**src/rtl/i2c_master_shift_engine_pkg.sv**
```systemverilog
// i2c_pkg: command codes, engine FSM states and quarter-bit phases.
// Shared by the shift engine and its SCL phase generator.
package i2c_pkg;

   typedef enum logic [2:0] {
      CMD_NOP    = 3'd0,
      CMD_START  = 3'd1,
      CMD_WRITE  = 3'd2,
      CMD_READ   = 3'd3,
      CMD_STOP   = 3'd4,
      CMD_RSTART = 3'd5
   } cmd_e;

   typedef enum logic [2:0] {
      ST_IDLE,
      ST_START,
      ST_RSTART,
      ST_WRITE,
      ST_READ,
      ST_ACK_RX,
      ST_ACK_TX,
      ST_STOP
   } state_e;

   typedef enum logic [1:0] {
      Q0 = 2'd0,
      Q1 = 2'd1,
      Q2 = 2'd2,
      Q3 = 2'd3
   } phase_e;

   localparam int PRESC_MIN = 2;

   // Unknown codes map to IDLE and are treated as a NOP.
   function automatic state_e cmd_to_state(input logic [2:0] cmd);
      case (cmd)
         CMD_START:  return ST_START;
         CMD_WRITE:  return ST_WRITE;
         CMD_READ:   return ST_READ;
         CMD_STOP:   return ST_STOP;
         CMD_RSTART: return ST_RSTART;
         default:    return ST_IDLE;
      endcase
   endfunction

endpackage

```
**src/rtl/i2c_master_shift_engine_if.sv**
```systemverilog
// Command handshake and bus lines between control FSM,
// shift engine and pad drivers.
interface i2c_master_shift_engine_if #(
   parameter int DATA_W  = 8,
   parameter int PRESC_W = 8
);
   logic [2:0]         cmd_i;
   logic               cmd_valid_i;
   logic               cmd_ready_o;
   logic [DATA_W-1:0]  data_i;
   logic               ack_bit_i;
   logic [PRESC_W-1:0] prescaler_i;
   logic               sda_i;
   logic               scl_i;
   logic               sda_o;
   logic               scl_o;
   logic [DATA_W-1:0]  data_o;
   logic               ack_o;
   logic               done_o;
   logic               arb_lost_o;
   logic               busy_o;

   modport master (
      output cmd_i, cmd_valid_i, data_i,
      output ack_bit_i, prescaler_i,
      input  cmd_ready_o, data_o, ack_o,
      input  done_o, arb_lost_o, busy_o
   );

   modport slave (
      input  cmd_i, cmd_valid_i, data_i,
      input  ack_bit_i, prescaler_i,
      input  sda_i, scl_i,
      output cmd_ready_o, data_o, ack_o,
      output done_o, arb_lost_o, busy_o,
      output sda_o, scl_o
   );

   modport pad (
      input  sda_o, scl_o,
      output sda_i, scl_i
   );
endinterface

```
**src/rtl/i2c_master_shift_engine_scl_phase_gen.sv**
```systemverilog
// i2c_scl_phase_gen: prescaler counter and Q0..Q3 sequencing.
// Build option I2C_CLOCK_STRETCH_EN: hold the counter in Q2 while scl low.
module i2c_scl_phase_gen
   import i2c_pkg::*;
#(
   parameter int PRESC_W = 8
) (
   input  logic               clk,
   input  logic               rst_n,
   input  logic               run,
   input  logic [PRESC_W-1:0] presc,
   input  logic               scl_line,
   output phase_e             phase,
   output logic               phase_last,
   output logic               slot_last
);
   logic [PRESC_W-1:0] cnt;
   logic               hold;

`ifdef I2C_CLOCK_STRETCH_EN
   assign hold = (phase == Q2) && !scl_line;
`else
   logic unused_scl;
   assign unused_scl = scl_line;
   assign hold = 1'b0;
`endif

   assign phase_last = (cnt == presc - 1'b1) && !hold;
   assign slot_last  = phase_last && (phase == Q3);

   // Count P cycles per phase; rest at Q0 while the engine is idle.
   always_ff @(posedge clk or negedge rst_n) begin
      if (!rst_n) begin
         cnt   <= '0;
         phase <= Q0;
      end else if (!run) begin
         cnt   <= '0;
         phase <= Q0;
      end else if (hold) begin
         cnt   <= cnt;
      end else if (phase_last) begin
         cnt   <= '0;
         phase <= phase_e'(phase + 2'd1);
      end else begin
         cnt   <= cnt + 1'b1;
      end
   end

endmodule

```
**src/rtl/i2c_master_shift_engine.sv**
```systemverilog
// i2c_master_shift_engine: runs one I2C bus command at a time.
// Build option I2C_CLOCK_STRETCH_EN enables slave clock stretching.
module i2c_master_shift_engine
   import i2c_pkg::*;
#(
   parameter int DATA_W  = 8,
   parameter int PRESC_W = 8
) (
   input logic                      i2c_core_clock_i,
   input logic                      reset_bit_i,
   i2c_master_shift_engine_if.slave bus
);
   localparam int CW = (DATA_W > 1) ? $clog2(DATA_W) : 1;

   state_e             state_q;
   state_e             state_d;
   phase_e             phase;
   logic               phase_last;
   logic               slot_last;
   logic               sample;
   logic               cmd_ready;
   logic               accept;
   logic               done_d;
   logic               done_q;
   logic               arb;
   logic               arb_q;
   logic [PRESC_W-1:0] presc_q;
   logic [DATA_W-1:0]  shift_q;
   logic [DATA_W-1:0]  data_q;
   logic [CW-1:0]      bit_cnt_q;
   logic               last_bit;
   logic               ack_bit_q;
   logic               ack_q;
   logic               idle_sda_q;
   logic               idle_scl_q;
   logic               sda_drv;
   logic               scl_drv;
   logic               scl_hi;

   assign cmd_ready = (state_q == ST_IDLE);
   assign accept    = bus.cmd_valid_i && cmd_ready;
   assign sample    = (phase == Q2) && phase_last;
   assign last_bit  = (bit_cnt_q == '0);
   assign scl_hi    = (phase == Q2) || (phase == Q3);

   // A driven 1 read back as 0 means another master owns the bus.
   assign arb = (state_q == ST_WRITE) && sample
             && shift_q[DATA_W-1] && !bus.sda_i;

   i2c_scl_phase_gen #(
      .PRESC_W (PRESC_W)
   ) u_phase (
      .clk        (i2c_core_clock_i),
      .rst_n      (reset_bit_i),
      .run        (!cmd_ready),
      .presc      (presc_q),
      .scl_line   (bus.scl_i),
      .phase      (phase),
      .phase_last (phase_last),
      .slot_last  (slot_last)
   );

   // FSM state register.
   always_ff @(posedge i2c_core_clock_i or negedge reset_bit_i) begin
      if (!reset_bit_i) state_q <= ST_IDLE;
      else              state_q <= state_d;
   end

   // Next state and completion strobe.
   always_comb begin
      state_d = state_q;
      done_d  = 1'b0;
      case (state_q)
         ST_IDLE: begin
            if (accept) begin
               state_d = cmd_to_state(bus.cmd_i);
               done_d  = (state_d == ST_IDLE);
            end
         end
         ST_WRITE: begin
            if (arb)
               state_d = ST_IDLE;
            else if (slot_last && last_bit)
               state_d = ST_ACK_RX;
         end
         ST_READ: begin
            if (slot_last && last_bit)
               state_d = ST_ACK_TX;
         end
         ST_START, ST_RSTART, ST_STOP,
         ST_ACK_RX, ST_ACK_TX: begin
            if (slot_last) begin
               state_d = ST_IDLE;
               done_d  = 1'b1;
            end
         end
         default: state_d = ST_IDLE;
      endcase
   end

   // Command latching, shifting, sampling and idle line levels.
   always_ff @(posedge i2c_core_clock_i or negedge reset_bit_i) begin
      if (!reset_bit_i) begin
         presc_q    <= PRESC_W'(PRESC_MIN);
         shift_q    <= '0;
         data_q     <= '0;
         bit_cnt_q  <= '0;
         ack_bit_q  <= 1'b1;
         ack_q      <= 1'b1;
         done_q     <= 1'b0;
         arb_q      <= 1'b0;
         idle_sda_q <= 1'b1;
         idle_scl_q <= 1'b1;
      end else begin
         done_q <= done_d;
         arb_q  <= arb;
         if (accept) begin
            presc_q   <= (bus.prescaler_i < PRESC_W'(PRESC_MIN))
                       ? PRESC_W'(PRESC_MIN) : bus.prescaler_i;
            ack_bit_q <= bus.ack_bit_i;
            bit_cnt_q <= CW'(DATA_W - 1);
            if (bus.cmd_i == CMD_WRITE)
               shift_q <= bus.data_i;
         end
         if (state_q == ST_WRITE && slot_last) begin
            shift_q <= shift_q << 1;
         end
         if (state_q == ST_READ && sample) begin
            shift_q <= (shift_q << 1) | DATA_W'(bus.sda_i);
         end
         if ((state_q == ST_WRITE || state_q == ST_READ)
             && slot_last && !last_bit) begin
            bit_cnt_q <= bit_cnt_q - 1'b1;
         end
         if (state_q == ST_READ && slot_last && last_bit) begin
            data_q <= shift_q;
         end
         if (state_q == ST_ACK_RX && sample) begin
            ack_q <= bus.sda_i;
         end
         if (arb) begin
            idle_sda_q <= 1'b1;
            idle_scl_q <= 1'b1;
         end else if (slot_last) begin
            case (state_q)
               ST_START, ST_RSTART: begin
                  idle_sda_q <= 1'b0;
                  idle_scl_q <= 1'b0;
               end
               ST_STOP: begin
                  idle_sda_q <= 1'b1;
                  idle_scl_q <= 1'b1;
               end
               ST_ACK_RX, ST_ACK_TX: begin
                  idle_sda_q <= 1'b1;
                  idle_scl_q <= 1'b0;
               end
               default: ;
            endcase
         end
      end
   end

   // Line levels per state and quarter phase.
   always_comb begin
      sda_drv = idle_sda_q;
      scl_drv = idle_scl_q;
      case (state_q)
         ST_START: begin
            sda_drv = !scl_hi;
            scl_drv = 1'b1;
         end
         ST_RSTART: begin
            sda_drv = !scl_hi;
            scl_drv = (phase != Q0);
         end
         ST_STOP: begin
            sda_drv = scl_hi;
            scl_drv = (phase != Q0);
         end
         ST_WRITE: begin
            sda_drv = shift_q[DATA_W-1];
            scl_drv = scl_hi;
         end
         ST_READ, ST_ACK_RX: begin
            sda_drv = 1'b1;
            scl_drv = scl_hi;
         end
         ST_ACK_TX: begin
            sda_drv = ack_bit_q;
            scl_drv = scl_hi;
         end
         default: ;
      endcase
   end

   assign bus.sda_o       = sda_drv;
   assign bus.scl_o       = scl_drv;
   assign bus.data_o      = data_q;
   assign bus.ack_o       = ack_q;
   assign bus.done_o      = done_q;
   assign bus.arb_lost_o  = arb_q;
   assign bus.busy_o      = !cmd_ready;
   assign bus.cmd_ready_o = cmd_ready;

endmodule
```
**src/flat_wrapper.sv**
```systemverilog
// flat-port wrapper written by rule: the top's interface ports become plain ports
module i2c_master_shift_engine_flat import i2c_pkg::*;
#(
   parameter int DATA_W  = 8,
   parameter int PRESC_W = 8
)
  (i2c_core_clock_i, reset_bit_i, bus_cmd_i, bus_cmd_valid_i, bus_data_i, bus_ack_bit_i, bus_prescaler_i, bus_sda_i, bus_scl_i, bus_cmd_ready_o, bus_data_o, bus_ack_o, bus_done_o, bus_arb_lost_o, bus_busy_o, bus_sda_o, bus_scl_o);
  i2c_master_shift_engine_if #(.DATA_W(DATA_W), .PRESC_W(PRESC_W)) bus_i ();
  input logic i2c_core_clock_i;
  input logic reset_bit_i;
  input wire logic [$bits(bus_i.cmd_i)-1:0] bus_cmd_i;
  input wire logic [$bits(bus_i.cmd_valid_i)-1:0] bus_cmd_valid_i;
  input wire logic [$bits(bus_i.data_i)-1:0] bus_data_i;
  input wire logic [$bits(bus_i.ack_bit_i)-1:0] bus_ack_bit_i;
  input wire logic [$bits(bus_i.prescaler_i)-1:0] bus_prescaler_i;
  input wire logic [$bits(bus_i.sda_i)-1:0] bus_sda_i;
  input wire logic [$bits(bus_i.scl_i)-1:0] bus_scl_i;
  output wire logic [$bits(bus_i.cmd_ready_o)-1:0] bus_cmd_ready_o;
  output wire logic [$bits(bus_i.data_o)-1:0] bus_data_o;
  output wire logic [$bits(bus_i.ack_o)-1:0] bus_ack_o;
  output wire logic [$bits(bus_i.done_o)-1:0] bus_done_o;
  output wire logic [$bits(bus_i.arb_lost_o)-1:0] bus_arb_lost_o;
  output wire logic [$bits(bus_i.busy_o)-1:0] bus_busy_o;
  output wire logic [$bits(bus_i.sda_o)-1:0] bus_sda_o;
  output wire logic [$bits(bus_i.scl_o)-1:0] bus_scl_o;
  assign bus_i.cmd_i = bus_cmd_i;
  assign bus_i.cmd_valid_i = bus_cmd_valid_i;
  assign bus_i.data_i = bus_data_i;
  assign bus_i.ack_bit_i = bus_ack_bit_i;
  assign bus_i.prescaler_i = bus_prescaler_i;
  assign bus_i.sda_i = bus_sda_i;
  assign bus_i.scl_i = bus_scl_i;
  assign bus_cmd_ready_o = bus_i.cmd_ready_o;
  assign bus_data_o = bus_i.data_o;
  assign bus_ack_o = bus_i.ack_o;
  assign bus_done_o = bus_i.done_o;
  assign bus_arb_lost_o = bus_i.arb_lost_o;
  assign bus_busy_o = bus_i.busy_o;
  assign bus_sda_o = bus_i.sda_o;
  assign bus_scl_o = bus_i.scl_o;
  i2c_master_shift_engine #(.DATA_W(DATA_W), .PRESC_W(PRESC_W)) u_core (.i2c_core_clock_i(i2c_core_clock_i), .reset_bit_i(reset_bit_i), .bus(bus_i));
endmodule
```
**config.mk**
```make
export PLATFORM = sky130hd
export DESIGN_NAME = i2c_master_shift_engine_flat
export DESIGN_NICKNAME = d
export VERILOG_FILES = /design/src/rtl/i2c_master_shift_engine_pkg.sv /design/src/rtl/i2c_master_shift_engine_if.sv /design/src/rtl/i2c_master_shift_engine_scl_phase_gen.sv /design/src/rtl/i2c_master_shift_engine.sv /design/src/flat_wrapper.sv
export SDC_FILE = /design/constraint.sdc
export NUM_CORES = 1
export LEC_CHECK = 0
export BUFFER_PORTS_ARGS = -buffer_cell sky130_fd_sc_hd__buf_2
export CAP_MARGIN = 30
export CORE_ASPECT_RATIO = 0.5
export CORE_MARGIN = 10
export CORE_UTILIZATION = 42
export DETAILED_ROUTE_END_ITERATION = 16
export MAX_ROUTING_LAYER = met4
export PLACE_DENSITY_LB_ADDON = 0.12
export SYNTH_ARGS = -nofsm -noshare
export SYNTH_HDL_FRONTEND = slang
export SYNTH_SLANG_ARGS = --single-unit
```
**constraint.sdc**
```tcl
create_clock -name i2c_core_clock_i -period 4.9 [get_ports i2c_core_clock_i]
set_clock_uncertainty 0.2 [all_clocks]
set_input_delay 0 -clock i2c_core_clock_i [delete_from_list [all_inputs] [get_ports i2c_core_clock_i]]
set_output_delay 0 -clock i2c_core_clock_i [all_outputs]
set_load 0.005 [all_outputs]
```
==> flow_metrics.env <==
export IMPL_status="completed"
export IMPL_finalPower_mw=1.486
export IMPL_critPathBufInv=1
export IMPL_htree_levels=2
export IMPL_synthArstFlopShare_pct=100.0
export IMPL_antenna_left=0
export IMPL_final_common_cell="dfrtp_1"
export IMPL_drt_iter0_markers=144
export IMPL_worst_slew_pin_slew_ns=0.7339
export IMPL_wire_per_inst_um=15.33
export IMPL_cellLeakagePower_nw=1.581
export IMPL_fin_crit_ns=3.333
export IMPL_synth_distinct_cells=50
export IMPL_hold_class="input pin to async pin"
export IMPL_vdd_drop_max_v=0.0001479
export IMPL_antenna_cells=0
export IMPL_critPathTopFamily="simple AND/OR/NAND/NOR gates"
export IMPL_ys_seq_elements=46
export IMPL_stdcell_count=428
export IMPL_slowest_delay_ns=0.68
export IMPL_cts_setup_buffers=0
export IMPL_finalSetupTns_ns=0
export IMPL_synth_area_mm2=0.002669
export IMPL_grt_pass1_vias=2308
export IMPL_rsz0062_at_grt="false"
export IMPL_route_detailed_drc=0
export IMPL_syn_to_final_growth_pct=23.86
export IMPL_place_area_mm2=0.002943
export IMPL_cts_made_buffers=5
export IMPL_critPathKind="register to register"
export IMPL_ys_seq_area_share_pct=43.37
export IMPL_fp_coreArea_mm2=0.006106
export IMPL_dieArea_mm2=0.01014
export IMPL_finalMaxSlewViolations=0
export IMPL_routed_wl_mm=6.560
export IMPL_worstPathRequired_ns=4.87
export IMPL_grt_overflow=0
export IMPL_synth_avg_cell_area_um2=9.430
export IMPL_critPathLaunchType="register"
export IMPL_nets=372
export IMPL_antenna_found_initial=0
export IMPL_cts_sinks=46
export IMPL_max_slew_margin_pct=51.05
export IMPL_rows=20
export IMPL_cts_resized_gates=0
export IMPL_fin_crit_sh_pct=68.03
export IMPL_crit_chain="inv_1 -> ha_1 -> or3_1 -> a31o_1 -> or3_1 -> or4_4 -> mux2_4"
export IMPL_fp_dieH_um=76.37
export IMPL_yosysTopAreaCell="dfrtp_1"
export IMPL_synth_edf_count=0
export IMPL_crit_fanout=9
export IMPL_yosys_warnings=0
export IMPL_dp_slack_ns=1.567
export IMPL_grt_pass1_wl_mm=11.40
export IMPL_synthFlopType="dfrtp_1"
export IMPL_io_buffers=38
export IMPL_drive_gt1_share_pct=18.82
export IMPL_grt_usage_pct=13.72
export IMPL_final_cell_mix="41 x dfrtp_1, 38 x buf_2, 34 x nand2_1"
export IMPL_cts_root_buf="clkbuf_16"
export IMPL_critPathArrivalTime_ns=3.31
export IMPL_powerDensity_mw_per_mm2=449.6
export IMPL_cpMaxStageDelayCell="or4_4"
export IMPL_clkLatencyLatePin_ns=0.29
export IMPL_cts_tree="done"
export IMPL_dp_hpwl_mm=4.694
export IMPL_end_kind="register"
export IMPL_vias_per_cell=5.421
export IMPL_syn_nets=315
export IMPL_yosys_top_cells_area="dfrtp_1 38%, dfstp_2 4.9%, nand2_1 4.8%, mux2_4 4.5%, xor2_1 3.6%"
export IMPL_start_util_pct=43.71
export IMPL_crit_top_cell="or3_1"
export IMPL_drv_cap=0
export IMPL_place_inst=398
export IMPL_setup_ws_ns=1.567
export IMPL_cts_buffer_depth=2
export IMPL_final_hold_violation_count=0
export IMPL_vias=2320
export IMPL_clkTransAtPathRegs_ns=0.06
export IMPL_pin_count=40
export IMPL_setup_violations=0
export IMPL_gp_congestion=0.8481
export IMPL_netlist_area_leader_share_pct=38.44
export IMPL_die_x_um=132.7
export IMPL_first_pass_iters=5
export IMPL_max_freq_mhz=300.0
export IMPL_grt_max_degree=25
export IMPL_fin_area_mm2=0.003306
export IMPL_synthCells=283
==> cells in the mapped netlist, drive strengths merged, types with 3 or more instances <==
library cell,n
a21oi,11
a221o,7
a31oi,4
a41oi,3
and2,9
and3,6
buf,3
clkbuf,11
dfrtp,41
dfstp,5
ha,7
inv,11
mux2,10
mux2i,4
nand2,34
nand3,11
nand4,3
nor2,17
nor2b,4
nor3,19
o21ai,14
o22ai,3
or3,3
or4,3
xnor2,6
xor2,11
==> layout make-up <==
type	count	area, um^2
Multi-Input combinational cell	212	1401
Tap cell	88	110.1
Clock buffer	7	132.6
Timing Repair Buffer	64	462.9
Fill cell	600	2800
Inverter	11	41.29
Sequential cell	46	1157
==> through the flow <==
stage | util (%) | hold slack [ns]
after floorplan | - | -0.4956
after global placement | 47.75 | 0.002701
after detailed placement | 48.20 | -0.1701
after CTS | 54.14 | 0.07276
after global routing | 54.14 | 0.09607
final | 54.14 | 0.05322
==> flip-flops by register name, summed over array words and instances (netlist names), 2 cells and up <==
name,count
u_core.u_phase.phase,2
u_core.presc_q,8
u_core.bus.data_o,8
u_core.state_q,3
u_core.bit_cnt_q,3
u_core.u_phase.cnt,8
u_core.shift_q,8
==> final timing paths <==
| path | cells after the start | from | to | slack, ns |
|---|---|---|---|---|
| setup / recovery | 7 | u_core.presc_q[1]$_DFFE_PN1P_ | u_core.bus.data_o[2]$_DFFE_PN0P_ | 1.57 |
| hold / removal | 2 | reset_bit_i | u_core.shift_q[1]$_DFFE_PN0P_ | 0.05 |
| max in group asynchronous | 3 | reset_bit_i | u_core.bit_cnt_q[1]$_DFFE_PN0P_ | 3.92 |
| min in group i2c_core_clock_i | 4 | bus_cmd_i[2] | u_core.state_q[2]$_DFFE_PN0P_ | 0.09 |
| hold reg to reg | 2 | u_core.ack_bit_q$_DFFE_PN1P_ | u_core.ack_bit_q$_DFFE_PN1P_ | 0.27 |
| setup reg to reg | 7 | u_core.presc_q[1]$_DFFE_PN1P_ | u_core.bus.data_o[2]$_DFFE_PN0P_ | 1.57 |
==> metal layers <==
layer / up-vias / share of wire, % / global-route usage [%]
li1: 1131 / - / -
met1: 1108 / 47 / 17.22
met2: 66 / 46 / 20.58
met3: 15 / 5.5 / 4.079
met4: 0 / 1.7 / 4.803
met5: - / 0 / -
==> kinds of logic (layout without fill, tap and decap cells) <==
kind of cell               count (synthesis)  count (layout)  synth area share, %
muxes                                     14              14                6.845
AOI/OAI and AO/OA                         57              57                14.77
adders and majority gates                  7               7                3.282
buffers and inverters                     25              82                4.125
and+or+nand+nor                          117             117                22.03
DFF                                       46              46                43.37
xor gates and xnor gates                  17              17                5.579
==> repair_timing <==
item                                    4_1_cts  5_1_grt
hold buffers                                 23        0
endpoints found under the hold margin        66        0
endpoints found under the setup margin        0        0
==> worst register-to-register path: stages (launching register included) <==
cell	delay, ns
dfstp_2	0.56
inv_1	0.06
ha_1	0.25
or3_1	0.38
a31o_1	0.23
or3_1	0.52
or4_4	0.68
mux2_4	0.34
==> where the power goes <==
group,leakage [nW],switching [mW],total [mW],internal [mW]
registers,0.581,0.129,0.602,0.474
logic,0.936,0.311,0.559,0.248
clock network,0.0640,0.138,0.325,0.187
No activity file was read; power rests on OpenSTA's default activity.
